--- src/rtl/spi0_pkg.sv ---
// Shared types and constants for the spi0 master.
// SPI0_MODE3_EN selects SPI mode 3 (CPOL=1, CPHA=1); mode 0 is the default.
package spi0_pkg;

    typedef enum logic [2:0] {
        IDLE,
        SETUP,
        SHIFT,
        HOLD,
        FINISH,
        GAP
    } state_e;

`ifdef SPI0_MODE3_EN
    localparam logic CPOL = 1'b1;
    localparam logic CPHA = 1'b1;
`else
    localparam logic CPOL = 1'b0;
    localparam logic CPHA = 1'b0;
`endif

    localparam int DIV_W = 8;
    localparam int BIT_W = 4;
    localparam int CNT_W = 8;

endpackage

--- src/rtl/spi0_sclk_gen.sv ---
// SCLK half-period generator: toggles every CLK_DIV clocks while enabled and
// flags the upcoming rise/fall for the same clock edge on which SCLK changes.
module spi0_sclk_gen
    import spi0_pkg::*;
#(
    parameter int CLK_DIV = 4
) (
    input  logic clk_i,
    input  logic rst_n_i,
    input  logic en_i,
    input  logic restart_i,
    output logic sclk_o,
    output logic rise_o,
    output logic fall_o
);

    localparam logic [DIV_W-1:0] RELOAD = DIV_W'(CLK_DIV - 1);

    logic [DIV_W-1:0] div_q, div_d;
    logic             sclk_q, sclk_d;
    logic             tick;

    assign tick   = en_i && (div_q == '0);
    assign rise_o = tick && !sclk_q;
    assign fall_o = tick && sclk_q;
    assign sclk_o = sclk_q;

    always_comb begin
        div_d  = div_q;
        sclk_d = sclk_q;
        if (!en_i || restart_i) begin
            div_d  = RELOAD;
            sclk_d = CPOL;
        end else if (tick) begin
            div_d  = RELOAD;
            sclk_d = !sclk_q;
        end else begin
            div_d = div_q - DIV_W'(1);
        end
    end

    always_ff @(posedge clk_i or negedge rst_n_i) begin
        if (!rst_n_i) begin
            div_q  <= RELOAD;
            sclk_q <= CPOL;
        end else begin
            div_q  <= div_d;
            sclk_q <= sclk_d;
        end
    end

endmodule

--- src/rtl/spi0_master.sv ---
// Byte-oriented SPI master for the spi0 bus; NSS stays low across a burst until
// the byte flagged last. Define SPI0_MODE3_EN for mode 3, otherwise mode 0.
module spi0_master
    import spi0_pkg::*;
#(
    parameter int CLK_DIV  = 4,
    parameter int CS_SETUP = 2,
    parameter int CS_HOLD  = 2,
    parameter int CS_GAP   = 4
) (
    input  logic       clk_i,
    input  logic       rst_n_i,
    input  logic [7:0] tx_data_i,
    input  logic       tx_last_i,
    input  logic       tx_valid_i,
    output logic       tx_ready_o,
    output logic [7:0] rx_data_o,
    output logic       rx_valid_o,
    output logic       busy_o,
    output logic       spi0_clk,
    output logic       spi0_mosi,
    output logic       spi0_nss,
    input  logic       spi0_miso
);

    localparam logic [CNT_W-1:0] SETUP_LD = CNT_W'(CS_SETUP - 1);
    localparam logic [CNT_W-1:0] HOLD_LD  = CNT_W'(CS_HOLD - 1);
    localparam logic [CNT_W-1:0] GAP_LD   = CNT_W'(CS_GAP - 1);

    state_e           state_q, state_d;
    logic [CNT_W-1:0] cnt_q, cnt_d;
    logic [BIT_W-1:0] bit_q, bit_d;
    logic [7:0]       tx_q, tx_d, rx_q, rx_d, rx_data_q, rx_data_d, rx_next;
    logic             mosi_q, mosi_d, nss_q, nss_d, last_q, last_d;
    logic             rx_valid_q, rx_valid_d;
    logic             sclk, rise, fall, sedge, byte_end, load, restart, tx_ready;

    spi0_sclk_gen #(.CLK_DIV(CLK_DIV)) u_sclk (
        .clk_i    (clk_i),
        .rst_n_i  (rst_n_i),
        .en_i     (state_q == SHIFT),
        .restart_i(restart),
        .sclk_o   (sclk),
        .rise_o   (rise),
        .fall_o   (fall)
    );

    assign sedge    = rise || fall;
    assign byte_end = (state_q == SHIFT) && sedge && (bit_q == '1);
    // In mode 3 the final sampling edge coincides with byte end, so fold it in here.
    assign rx_next  = rise ? {rx_q[6:0], spi0_miso} : rx_q;

    always_comb begin
        state_d    = state_q;
        cnt_d      = cnt_q;
        bit_d      = bit_q;
        tx_d       = tx_q;
        rx_d       = rx_q;
        mosi_d     = mosi_q;
        nss_d      = nss_q;
        last_d     = last_q;
        rx_data_d  = rx_data_q;
        rx_valid_d = 1'b0;
        tx_ready   = 1'b0;
        load       = 1'b0;
        restart    = 1'b0;

        if (state_q == SHIFT) begin
            rx_d = rx_next;
            if (fall) begin
                mosi_d = tx_q[7];
                tx_d   = {tx_q[6:0], 1'b0};
            end
            if (sedge) bit_d = bit_q + BIT_W'(1);
        end

        case (state_q)
            IDLE: begin
                tx_ready = 1'b1;
                if (tx_valid_i) begin
                    load    = 1'b1;
                    nss_d   = 1'b0;
                    cnt_d   = SETUP_LD;
                    state_d = SETUP;
                end
            end
            SETUP: begin
                if (cnt_q == '0) begin
                    bit_d   = '0;
                    state_d = SHIFT;
                end else begin
                    cnt_d = cnt_q - CNT_W'(1);
                end
            end
            SHIFT: begin
                if (byte_end) begin
                    rx_data_d  = rx_next;
                    rx_valid_d = 1'b1;
                    bit_d      = '0;
                    if (last_q) begin
                        cnt_d   = HOLD_LD;
                        state_d = FINISH;
                    end else begin
                        tx_ready = 1'b1;
                        if (tx_valid_i) begin
                            load    = 1'b1;
                            restart = 1'b1;
                        end else begin
                            state_d = HOLD;
                        end
                    end
                end
            end
            HOLD: begin
                tx_ready = 1'b1;
                if (tx_valid_i) begin
                    load    = 1'b1;
                    bit_d   = '0;
                    state_d = SHIFT;
                end
            end
            FINISH: begin
                if (cnt_q == '0) begin
                    nss_d   = 1'b1;
                    cnt_d   = GAP_LD;
                    state_d = GAP;
                end else begin
                    cnt_d = cnt_q - CNT_W'(1);
                end
            end
            GAP: begin
                if (cnt_q == '0) state_d = IDLE;
                else             cnt_d   = cnt_q - CNT_W'(1);
            end
            default: state_d = IDLE;
        endcase

        // Mode 0 presents bit7 immediately; mode 3 waits for the first falling edge.
        if (load) begin
            last_d = tx_last_i;
            if (CPHA) begin
                tx_d = tx_data_i;
            end else begin
                tx_d   = {tx_data_i[6:0], 1'b0};
                mosi_d = tx_data_i[7];
            end
        end
    end

    always_ff @(posedge clk_i or negedge rst_n_i) begin
        if (!rst_n_i) begin
            state_q    <= IDLE;
            cnt_q      <= '0;
            bit_q      <= '0;
            tx_q       <= '0;
            rx_q       <= '0;
            rx_data_q  <= '0;
            mosi_q     <= 1'b0;
            nss_q      <= 1'b1;
            last_q     <= 1'b0;
            rx_valid_q <= 1'b0;
        end else begin
            state_q    <= state_d;
            cnt_q      <= cnt_d;
            bit_q      <= bit_d;
            tx_q       <= tx_d;
            rx_q       <= rx_d;
            rx_data_q  <= rx_data_d;
            mosi_q     <= mosi_d;
            nss_q      <= nss_d;
            last_q     <= last_d;
            rx_valid_q <= rx_valid_d;
        end
    end

    assign tx_ready_o = tx_ready;
    assign rx_data_o  = rx_data_q;
    assign rx_valid_o = rx_valid_q;
    assign busy_o     = (state_q != IDLE);
    assign spi0_clk   = sclk;
    assign spi0_mosi  = mosi_q;
    assign spi0_nss   = nss_q;

endmodule

--- config.mk ---
export PLATFORM = sky130hd
export DESIGN_NAME = spi0_master
export DESIGN_NICKNAME = d
export VERILOG_FILES = /design/src/rtl/spi0_pkg.sv /design/src/rtl/spi0_sclk_gen.sv /design/src/rtl/spi0_master.sv
export SDC_FILE = /design/constraint.sdc
export NUM_CORES = 1
export LEC_CHECK = 0
export ABC_CLOCK_PERIOD_IN_PS = 4500
export CAP_MARGIN = 30
export CORE_ASPECT_RATIO = 0.5
export CORE_MARGIN = 4
export CORE_UTILIZATION = 55
export CTS_BUF_LIST = sky130_fd_sc_hd__clkbuf_4
export CTS_CLUSTER_SIZE = 16
export DETAILED_ROUTE_END_ITERATION = 6
export PLACE_DENSITY = 0.82
export SKIP_CTS_REPAIR_TIMING = 1
export SLEW_MARGIN = 5
export SYNTH_ARGS = -nofsm -noshare
export SYNTH_HDL_FRONTEND = slang
export SYNTH_SLANG_ARGS = --single-unit
--- constraint.sdc ---
create_clock -name clk_i -period 4.5 [get_ports clk_i]
set_input_delay 0.45 -clock clk_i [delete_from_list [all_inputs] [get_ports clk_i]]
set_output_delay 0.45 -clock clk_i [all_outputs]
set_load 0.01 [all_outputs]
==> impl_metrics.json <==
{
  "slowest_stage": "clkdlybuf4s50_1",
  "die_w_um": 102,
  "cts.path.max_buffers": 2,
  "clock_sinks": 51,
  "diodes": 0,
  "hold_path_class": "register to register",
  "dr.pass1.iters": 4,
  "drtAntennaViolNets": 0,
  "grtUsageMet2": 0.319,
  "power-per-cell-area_nw_per_um2": 523,
  "dieHeight_um": 54.9,
  "grt_pass1_vias": 1670,
  "clkLatencyLatePin_ns": 0.36,
  "core_area_um2": 4060,
  "tightest_slew_ns": 0.661,
  "syn_to_final_growth_pct": 15.2,
  "dieArea_um2": 5600,
  "ir_drop_mv": 0.249,
  "antenna_found_initial": 0,
  "synth_cells": 213,
  "postSynth.asyncResetShare": 1.00,
  "switching_power_mw": 0.535,
  "grt_max_degree": 35,
  "drc_errors": 0,
  "place_area_um2": 2730,
  "p_comb_frac": 0.374,
  "drt_iter0_markers": 51,
  "synth_seq_area_share": 0.528,
  "syn-cell-area_um2": 2420,
  "finClkSkew_ns": 0.0107,
  "setup_tns_ns": 0,
  "cts_tree": "built",
  "synthTopCellsByArea": "dfrtp_1 (50%), mux2_2 (15%), nor2_1 (3.7%)",
  "fmax_mhz": 370,
  "ys_ff_latch": 51,
  "synth_ff_type": "dfrtp_1",
  "io_buffers": 26,
  "path_cells": "inv_1 -> ha_1 -> nor3b_1 -> nand2_1 -> o22ai_1 -> clkdlybuf4s50_1",
  "viasPerCell": 5.60,
  "ioPinCount": 27,
  "synth_most_common_cell": "dfrtp_1",
  "routed_wl_um": 4310,
  "maxSlewViolCount": 0,
  "cts_root_buf": "clkbuf_4",
  "start_util": 0.596,
  "outcome": "completed",
  "post-route-period-util": 0.600,
  "internal-power_mw": 0.925,
  "h-tree-depth": 2,
  "setup_viol": 0,
  "grt_pass1_wl_um": 7530,
  "synth_top_area_cell": "dfrtp_1",
  "grt_overflow": 0,
  "crit_type": "register to primary output",
  "clkSlewWorstSetupHoldPaths_ns": 0.13,
  "end_kind": "primary output",
  "required_ns": 4.05,
  "start_kind": "register",
  "row_count": 16,
  "gp_congestion": 0.848,
  "grt_usage": 0.178,
  "cp_max_fo": 3,
  "crit_arrival_ns": 2.25,
  "cts_made_buffers": 5,
  "switching_share": 0.367,
  "slowest_delay_ns": 0.58,
  "max_slew_margin": 0.553,
  "post-dp-hpwl_um": 3150,
  "met1_usage": 0.215,
  "rsz0062_at_grt": "no",
  "utilization": 0.687,
  "post_drt_wl_per_cell_um": 14.5,
  "ys_top_cells_by_count": "dfrtp_1 (48), mux2_2 (32), nor2_1 (24)",
  "postSynthAreaPerCell_um2": 11.4,
  "yosys_warnings": 0,
  "final_hold_viol_count": 0,
  "nets": 258,
  "drive_gt1_frac": 0.207,
  "busiest_layer": "met2",
  "min_period_ns": 2.70,
  "final_area_um2": 2790,
  "p_seq_frac": 0.487,
  "max_cap_viol_count": 0,
  "p_leak_nw": 1.31,
  "gr-usage-met3": 0.0463,
  "timing.hold.ws_ns": 0.474,
  "synth.distinct_cells": 45,
  "yosysTopAreaCellShare": 0.496,
  "vias": 1658,
  "clkPwrFrac": 0.140,
  "synth_edf_count": 0,
  "syn-num-nets": 230
}
cells in the final DEF (no fill, tap or decap), drive strengths merged, types with 3 or more instances in the layout:
cell           instances
mux2i                  4
ha                     4
dfrtp                 48
clkbuf                 6
nand3                  3
dfstp                  3
mux2                  32
inv                    7
a21oi                  5
xnor2                  5
nand2b                 4
nor3                   5
nand2                 20
xor2                   5
clkdlybuf4s50         25
o21ai                  7
nor2                  24
power by group through the flow:
stage               sequential [mW]  clock, mW  combinational (mW)
detailed placement            0.719          0               0.550
global route                  0.728      0.230               0.615
CTS                           0.708      0.211               0.551
global placement              0.708          0               0.523
finish                        0.710      0.204               0.546
floorplan                     0.671          0               0.441
area by class of cell:
type,instances,area [um2]
Timing Repair Buffer,28,285
Clock buffer,6,45.0
Clock inverter,2,8.76
Tap cell,54,67.6
Fill cell,295,1270
Inverter,7,26.3
Multi-Input combinational cell,148,1080
Sequential cell,51,1280
worst paths after layout:
path                            cells past startpoint               to       startpoint  slack, ns
worst min-delay path                                1  u_sclk.div_q[0]  u_sclk.div_q[0]       0.47
worst min register to register                      1  u_sclk.div_q[0]  u_sclk.div_q[0]       0.47
min in group asynchronous                           2     rx_data_o[3]          rst_n_i       0.54
worst max register to register                      5     rx_data_o[2]       state_q[1]       1.97
worst max-delay path                                6       tx_ready_o  u_sclk.div_q[0]       1.80
max in group asynchronous                           3  u_sclk.div_q[0]          rst_n_i       3.37
critical path, delay by kind of cell (launching register included):
family,cells,cell delay [ns]
buffers and inverters,2,0.65
and+or+nand+nor,2,0.47
adders and majority gates,1,0.13
DFF,1,0.40
AOI/OAI and AO/OA,1,0.25
per-stage QoR:
step | worst slack [ns] | total power [mW] | cells
final | 1.80 | 1.46 | 296
after detailed placement | 2.00 | 1.27 | 287
after CTS | 1.77 | 1.47 | 295
after global placement | 2.08 | 1.23 | 286
after global routing | 1.65 | 1.57 | 296
after floorplan | 2.43 | 1.11 | 213
flip-flops by register name, summed over array words and instances (netlist names):
| name | count |
|---|---|
| tx_q | 7 |
| rx_data_o | 8 |
| rx_valid_o | 1 |
| spi0_mosi | 1 |
| rx_q | 8 |
| last_q | 1 |
| spi0_nss | 1 |
| cnt_q | 8 |
| u_sclk.div_q | 8 |
| bit_q | 4 |
| state_q | 3 |
| u_sclk.sclk_o | 1 |
cell families after synthesis:
kind of cell / Yosys count / share of synthesized area
AO/OA/AOI/OAI: 25 / 0.0676
adder cells (fa/ha/maj): 4 / 0.0207
flip-flops: 51 / 0.528
buffers and inverters: 14 / 0.0268
multiplexers: 36 / 0.165
AND/OR/NAND/NOR: 73 / 0.155
XOR/XNOR: 10 / 0.0361
metal layers:
metal / routed length [um] / share of wire / vias up
met4: 59 / 0.014 / 0
met1: 1940 / 0.45 / 814
met3: 154 / 0.036 / 4
li1: - / - / 812
met5: 0 / 0 / -
met2: 2150 / 0.50 / 28
Power figures use the tool's default switching activity.
